[config.mk]
export PLATFORM = sky130hd
export DESIGN_NAME = mdr_queued
export DESIGN_NICKNAME = d
export VERILOG_FILES = /design/src/rtl/mdr_queued.sv
export SDC_FILE = /design/constraint.sdc
export NUM_CORES = 1
export LEC_CHECK = 0
export CAP_MARGIN = 30
export CORE_ASPECT_RATIO = 1.5
export CORE_MARGIN = 1.5
export CORE_UTILIZATION = 26
export DETAILED_ROUTE_END_ITERATION = 7
export GPL_TIMING_DRIVEN = 0
export HOLD_SLACK_MARGIN = 0.12
export PLACE_DENSITY_LB_ADDON = 0.08
export SKIP_LAST_GASP = 1
export SYNTH_ARGS = -nofsm -noshare
export SYNTH_HDL_FRONTEND = slang
export SYNTH_SLANG_ARGS = --single-unit
export TNS_END_PERCENT = 20
[constraint.sdc]
create_clock -name clk -period 2.8 [get_ports clk]
set_input_delay 0.42 -clock clk [delete_from_list [all_inputs] [get_ports clk]]
set_output_delay 0.42 -clock clk [all_outputs]
set_load 0.03 [all_outputs]
[src/rtl/mdr_queued.sv]
// Memory data register: DEPTH-entry store FIFO toward memory plus a single-entry
// load holding register toward the bus with sticky overrun detection.
module mdr_queued #(
  parameter  int DATA_W = 18,
  parameter  int DEPTH  = 4,
  localparam int CNT_W  = $clog2(DEPTH + 1)
) (
  input  logic              clk,
  input  logic              rst,
  input  logic              flush,
  input  logic              bus_wr_valid,
  output logic              bus_wr_ready,
  input  logic [DATA_W-1:0] bus_wr_data,
  output logic              mem_wr_valid,
  input  logic              mem_wr_ready,
  output logic [DATA_W-1:0] mem_wr_data,
  input  logic              mem_rd_valid,
  input  logic [DATA_W-1:0] mem_rd_data,
  output logic              bus_rd_valid,
  input  logic              bus_rd_ready,
  output logic [DATA_W-1:0] bus_rd_data,
  input  logic              clr_ovr,
  output logic [CNT_W-1:0]  wq_count,
  output logic              wq_full,
  output logic              wq_empty,
  output logic              rd_overrun
);
  localparam int AW = $clog2(DEPTH);

  logic [DATA_W-1:0] mem_q [DEPTH];
  logic [AW-1:0]     wptr_q, wptr_d, rptr_q, rptr_d;
  logic [CNT_W-1:0]  cnt_q, cnt_d;
  logic [DATA_W-1:0] rdat_q, rdat_d;
  logic              rvld_q, rvld_d, ovr_q, ovr_d;
  logic              push, pop, consume;

  assign wq_full      = (cnt_q == CNT_W'(DEPTH));
  assign wq_empty     = (cnt_q == '0);
  assign wq_count     = cnt_q;
  assign bus_wr_ready = !wq_full;
  assign mem_wr_valid = !wq_empty;
  assign mem_wr_data  = mem_q[rptr_q];
  assign bus_rd_valid = rvld_q;
  assign bus_rd_data  = rdat_q;
  assign rd_overrun   = ovr_q;

  // Flush overrides any handshake in the same cycle.
  assign push    = bus_wr_valid && bus_wr_ready && !flush;
  assign pop     = mem_wr_valid && mem_wr_ready && !flush;
  assign consume = rvld_q && bus_rd_ready;

  always_comb begin
    wptr_d = wptr_q;
    rptr_d = rptr_q;
    cnt_d  = cnt_q;
    if (flush) begin
      wptr_d = '0;
      rptr_d = '0;
      cnt_d  = '0;
    end else begin
      if (push) wptr_d = wptr_q + AW'(1);
      if (pop)  rptr_d = rptr_q + AW'(1);
      case ({push, pop})
        2'b10:   cnt_d = cnt_q + CNT_W'(1);
        2'b01:   cnt_d = cnt_q - CNT_W'(1);
        default: cnt_d = cnt_q;
      endcase
    end
  end

  always_comb begin
    rdat_d = rdat_q;
    rvld_d = rvld_q;
    ovr_d  = ovr_q;
    if (mem_rd_valid) begin
      rdat_d = mem_rd_data;
      rvld_d = 1'b1;
    end else if (consume) begin
      rvld_d = 1'b0;
    end
    // A new overrun beats a clear arriving in the same cycle.
    if (mem_rd_valid && rvld_q && !bus_rd_ready) ovr_d = 1'b1;
    else if (clr_ovr)                            ovr_d = 1'b0;
  end

  always_ff @(posedge clk or negedge rst) begin
    if (!rst) begin
      wptr_q <= '0;
      rptr_q <= '0;
      cnt_q  <= '0;
      rdat_q <= '0;
      rvld_q <= 1'b0;
      ovr_q  <= 1'b0;
    end else begin
      wptr_q <= wptr_d;
      rptr_q <= rptr_d;
      cnt_q  <= cnt_d;
      rdat_q <= rdat_d;
      rvld_q <= rvld_d;
      ovr_q  <= ovr_d;
    end
  end

  // Queue storage is deliberately left out of reset.
  always_ff @(posedge clk) begin
    if (push) mem_q[wptr_q] <= bus_wr_data;
  end
endmodule

==> flow_summary.ini, run 1 <==
[run_status]
status = finished clean

[clock_tree]
cts_made_buffers = 9
cts.htree.levels = 3
path_clk_slew_ns = 0.07
hold_buffers = 0
post_cts_buffers = 0
clock-root-buffer = clkbuf_16
cts_buffer_depth = 2
cts_tree = done
numClockSinks = 99
clk_latency_ns = 0.34

[die]
io_pins = 89
die_x_um = 103.7
start_util_pct = 26.36
fp.dieArea_um2 = 15970
core_um2 = 15000
die_y_um = 154.0
rows = 55

[drt]
wirelength_um = 8450
dr.pass1.iters = 4
drc_errors = 0
vias = 2197
via_per_inst = 4.291
ant_nets = 0
drt_iter0_drc = 39
avgRoutedWirePerCell_um = 16.50

[synth]
synth-main-ff-cell = edfxtp_1
syn_area_per_cell_um2 = 19.10
synth_cells = 207
synthArstFlopShare_pct = 27.27
synthTopCellsByCount = edfxtp_1 (72), dfrtp_1 (27), mux2_2 (18), mux4_2 (18), buf_2 (8)
ys_seq_area_share_pct = 71.77
syn_area_um2 = 3954
syn_nets = 256
synth_cell_types = 41
synth_top_area_share_pct = 54.68
synthMostInstantiatedCell = edfxtp_1
yosys.area.top_type = edfxtp_1
yosys_register_bits = 99
yosys-top-cells-area = edfxtp_1 (55%), dfrtp_1 (17%), mux4_2 (10%), mux2_2 (5.1%), ha_1 (1.3%)
ys_warn_count = 0
synth_edf_count = 72

[placement]
gp_congestion = 0.7166
dp_hpwl_um = 5692
dp.cells = 496
numPortBuffers = 86

[timing]
slew_headroom_pct = 56.09
rsz0062_at_grt = false
finalCritPeriodShare_pct = 94.98
setup-tns-final_ns = 0
fmax_mhz = 376.0
skew_ns = 0.002298
worst_slew_pin_slew_ns = 0.6586
hold_violations = 0
finalSetupViolations = 0
period_minus_slack_ns = 2.659
drv_slew = 0

[worst_setup_path]
worstRegToRegCells = 6
endpoint = mem_wr_data[8]
crit_fanout = 10
timing.rr.end = wq_count[1]
cp.arrival_ns = 2.24
start_kind = flop
ff2ff_setup_slack_ns = 0.66
crit_type = reg2out
rr_startpoint = wq_count[0]
worstPathRequired_ns = 2.38
cp-startpoint = rptr_q[0]
endpoint_kind = output pin

[finish]
fillers = 1525
seq_area_um2 = 2838
final_cells = 512
syn2layout_area_growth_pct = 38.83
drive_gt1_share_pct = 24.60
nNetsFinal = 357
multi_input_area_um2 = 1003
diodes = 0

[global_route]
grt_pass1_wl_um = 13500
grt_overflow = 0
grt_pass1_vias = 2473
antenna_found_initial = 0
grt_max_degree = 28
grtUsageTotal_pct = 11.31

[power]
leakage_nw = 1.913
p_per_area_nw_per_um2 = 680.9
power_w = 0.003738
ir_drop_mv = 0.2787

[worst_hold_path]
hp-class = in2async

[run]
drv_cap = 0
-- stage by stage --
stage	util [%]	hold WS [ns]	setup WS, ns	cell area (µm²)
6_report	36.59	0.1103	0.1406	5489
3_5_place_dp	34.45	0.4947	0.3729	5169
5_1_grt	36.59	0.1574	0.03077	5489
3_3_place_gp	33.75	0.4768	0.08074	5064
4_1_cts	36.59	0.1301	0.07733	5489
2_1_floorplan	-	0.1244	0.5568	3954
-- cell type report --
class	instances	share of cell area, %
Sequential cell	99	51.70
Multi-Input combinational cell	87	18.28
Timing Repair Buffer	90	17.60
Clock buffer	13	5.334
Tap cell	199	4.536
Buffer	12	1.459
Inverter	9	0.6382
Clock inverter	3	0.4559
-- worst max-delay path, stage by stage (launching register included) --
cell	delay [ns]
dfrtp_1	0.36
buf_2	0.36
mux4_2	0.57
clkdlybuf4s50_1	0.61
-- state kept, by name (all words and copies together) (netlist names) --
register / count
mem_q: 72
bus_rd_data: 18
wq_count: 3
rptr_q: 2
wptr_q: 2
bus_rd_valid: 1
rd_overrun: 1
-- cell families (layout without fill, tap and decap cells) --
logic type               after synthesis  in the layout  share of synthesized area, %
buffers and inverters                 21            127                         2.848
AND/OR/NAND/NOR                       24             24                         3.765
AO/OA/AOI/OAI                         19             19                         3.798
XOR/XNOR                               3              3                        0.6647
flip-flops                            99             99                         71.77
adder cells (fa/ha/maj)                5              5                         1.772
multiplexers                          36             36                         15.38
-- placed cells by master, fill, tap and decap left out, types with 5 or more instances in the layout --
cell,netlist,layout
nor2_1,5,5
clkdlybuf4s50_1,0,85
clkbuf_16,0,11
mux4_2,18,18
dfrtp_1,27,27
buf_2,8,8
mux2_2,18,18
inv_1,7,7
edfxtp_1,72,72
-- what timing repair did --
| action | in CTS | in global routing |
|---|---|---|
| setup endpoints to repair | 3 | 0 |
| gates resized for setup | 1 | 0 |
| endpoints found under the hold margin | 0 | 0 |
-- per-layer routing --
| layer | global-route usage [%] | part of all wire (%) |
|---|---|---|
| met2 | 18.86 | 49 |
| met1 | 12.91 | 42 |
| met5 | 0 | 0 |
| met4 | 5.423 | 2.1 |
| met3 | 4.070 | 7.1 |
-- power by group --
part           switching [W]  internal [W]  leakage (nW)  total, W
logic               0.000411      0.000367         0.778  0.000777
clock network       0.000538      0.000741         0.153   0.00128
registers          0.0000320       0.00165         0.982   0.00168
total               0.000980       0.00276          1.91   0.00374
-- worst min-delay path by stage --
| stage | end | startpoint | slack [ns] | cells after the start |
|---|---|---|---|---|
| 3_5_place_dp | bus_rd_data[12] | bus_rd_data[12] | 0.49 | 1 |
| 4_1_cts | wq_count[0] | rst | 0.13 | 1 |
| 2_1_floorplan | bus_rd_data[0] | rst | 0.12 | 0 |
| 5_1_grt | bus_rd_data[3] | rst | 0.16 | 1 |
| 3_3_place_gp | rd_overrun | rd_overrun | 0.48 | 1 |
| 6_report | wq_count[0] | rst | 0.11 | 1 |
(Power assumes the default switching activity.)
==> run 2: changes to the inputs <==
- CTS_CLUSTER_DIAMETER: not set -> 80
==> results of run 2 <==
The final DEF is identical to that of run 1; final timing and power are the same.
==> run 3: changes to the inputs <==
- SLEW_MARGIN: not set -> 30
==> run 3 against run 2 <==
  * Utilization is 0.69 points lower
  * Clock skew is 0.0052 ns higher
  * Cell count is 0.39% lower
  * Critical path depth is 1 higher
  * Die area stayed put
  * Largest cell class unchanged
==> flow_summary.ini, run 3 (synthesized netlist as in run 1, its figures left out) <==
[finish]
regMostFlops = mem_q
mostFrequentLayoutCells = clkdlybuf4s50_1 (85), edfxtp_1 (72), dfrtp_1 (27), mux4_2 (18), mux2_2 (18)
nNetsFinal = 355
fillers = 1542
drive_gt1_share_pct = 24.76
multi_input_area_um2 = 1008
final_common_cell = clkdlybuf4s50_1
syn2layout_area_growth_pct = 36.20
seq_area_um2 = 2838
diodes = 0
largest_reg_flops = 72

[power]
p_per_area_nw_per_um2 = 676.8
ir_drop_mv = 0.2851
leakage_nw = 1.869

[timing]
worst_slew_pin_slew_ns = 0.5437
rsz0062_at_grt = false
finalSetupViolations = 0
slew_headroom_pct = 63.75
period_minus_slack_ns = 2.645
setup-tns-final_ns = 0
fin_ws_ns = 0.1554
skew_ns = 0.007489
finalCritPeriodShare_pct = 94.45
hold_violations = 0
drv_slew = 0
fmax_mhz = 378.1

[worst_setup_path]
timing.rr.end = wq_count[1]
rr_startpoint = wq_count[0]
ff2ff_setup_slack_ns = 0.67
endpoint_kind = output pin
cp.arrival_ns = 2.22
worstRegToRegCells = 6
worstPathRequired_ns = 2.38
start_kind = flop
crit_type = reg2out
crit_fanout = 10

[run]
drv_cap = 0

[clock_tree]
cts_made_buffers = 9
path_clk_slew_ns = 0.06
clock-root-buffer = clkbuf_16
cts_tree = done
cts.htree.levels = 3
numClockSinks = 99
cts_buffer_depth = 2
clk_latency_ns = 0.34

[die]
die_x_um = 103.7
rows = 55
fp.dieArea_um2 = 15970
core_um2 = 15000
io_pins = 89
start_util_pct = 26.36
die_y_um = 154.0

[drt]
via_per_inst = 4.300
ant_nets = 0
drc_errors = 0
avgRoutedWirePerCell_um = 16.29
dr.pass1.iters = 4
wirelength_um = 8308
vias = 2193
drt_iter0_drc = 48

[worst_hold_path]
hp-class = in2reg
hp-start = flush
hold_depth = 2
min_to = wptr_q[1]

[global_route]
grt_pass1_wl_um = 13190
grt_overflow = 0
antenna_found_initial = 0
grtUsageTotal_pct = 11.00
grt_pass1_vias = 2397
grt_max_degree = 23

[placement]
gp_congestion = 0.7166
numPortBuffers = 86
pre_cts_slack_ns = 0.3248
dp_hpwl_um = 5465

[run_status]
status = finished clean
-- run 3: changes by cell type in the layout (fill, tap and decap cells not counted), sizes merged --
cell         change
buf              -3
clkbuf           -1
dlygate4sd3      +1
inv              +1
-- run 3: worst max path at each step --
stage / startpoint / endpoint / slack [ns] / cells after the start
final: rptr_q[1] / mem_wr_data[10] / 0.16 / 4
after global routing: rptr_q[0] / mem_wr_data[11] / 0.02 / 3
after CTS: rptr_q[1] / mem_wr_data[10] / 0.05 / 4
after detailed placement: rptr_q[1] / mem_wr_data[10] / 0.32 / 4
after global placement: bus_wr_valid / mem_q[0][3] / 0.08 / 5
after floorplan: wq_count[2] / mem_q[0][0] / 0.56 / 5
-- run 3: worst max-delay path, cell delays in order, from the launching register on --
cell	delay, ns
dfrtp_1	0.34
buf_2	0.30
buf_4	0.28
mux4_2	0.35
clkdlybuf4s50_1	0.61
-- run 3: area by class of cell --
type | count | share of cell area (%)
Sequential cell | 99 | 52.70
Multi-Input combinational cell | 87 | 18.73
Timing Repair Buffer | 88 | 16.45
Clock buffer | 12 | 4.786
Tap cell | 199 | 4.624
Buffer | 12 | 1.487
Inverter | 9 | 0.6506
Clock inverter | 4 | 0.5809
-- run 3: power breakdown --
part / switching, W / internal, W
registers: 0.0000318 / 0.00165
logic: 0.000407 / 0.000359
clock network: 0.000534 / 0.000663
-- run 3: what timing repair did --
| item | CTS | global route |
|---|---|---|
| setup endpoints to repair | 9 | 0 |
| hold buffers | 1 | 0 |
| hold endpoints to repair | 5 | 0 |
| resized for setup | 1 | 0 |
| setup buffers | 0 | 0 |
-- run 3: layer usage --
metal / global-route usage [%] / wire (µm) / up-vias / part of all wire (%)
met5: 0 / 0 / - / 0
li1: - / - / 1004 / -
met1: 12.29 / 3414 / 1099 / 41
met3: 3.561 / 565 / 11 / 6.8
met2: 19.02 / 4144 / 79 / 50
met4: 5.159 / 183 / 0 / 2.2
-- run 3: per-stage QoR --
step           utilization, %  area [µm²]  power (W)  std cells  hold slack, ns
6_report                35.90        5385   0.003645        510          0.3943
5_1_grt                 35.90        5385   0.003818        510          0.4095
4_1_cts                 35.90        5385   0.003721        510          0.3888
3_5_place_dp            33.89        5084   0.002494        493          0.2743
3_3_place_gp            33.75        5064   0.002488        492          0.4768
2_1_floorplan               -        3954   0.002163        207          0.1244
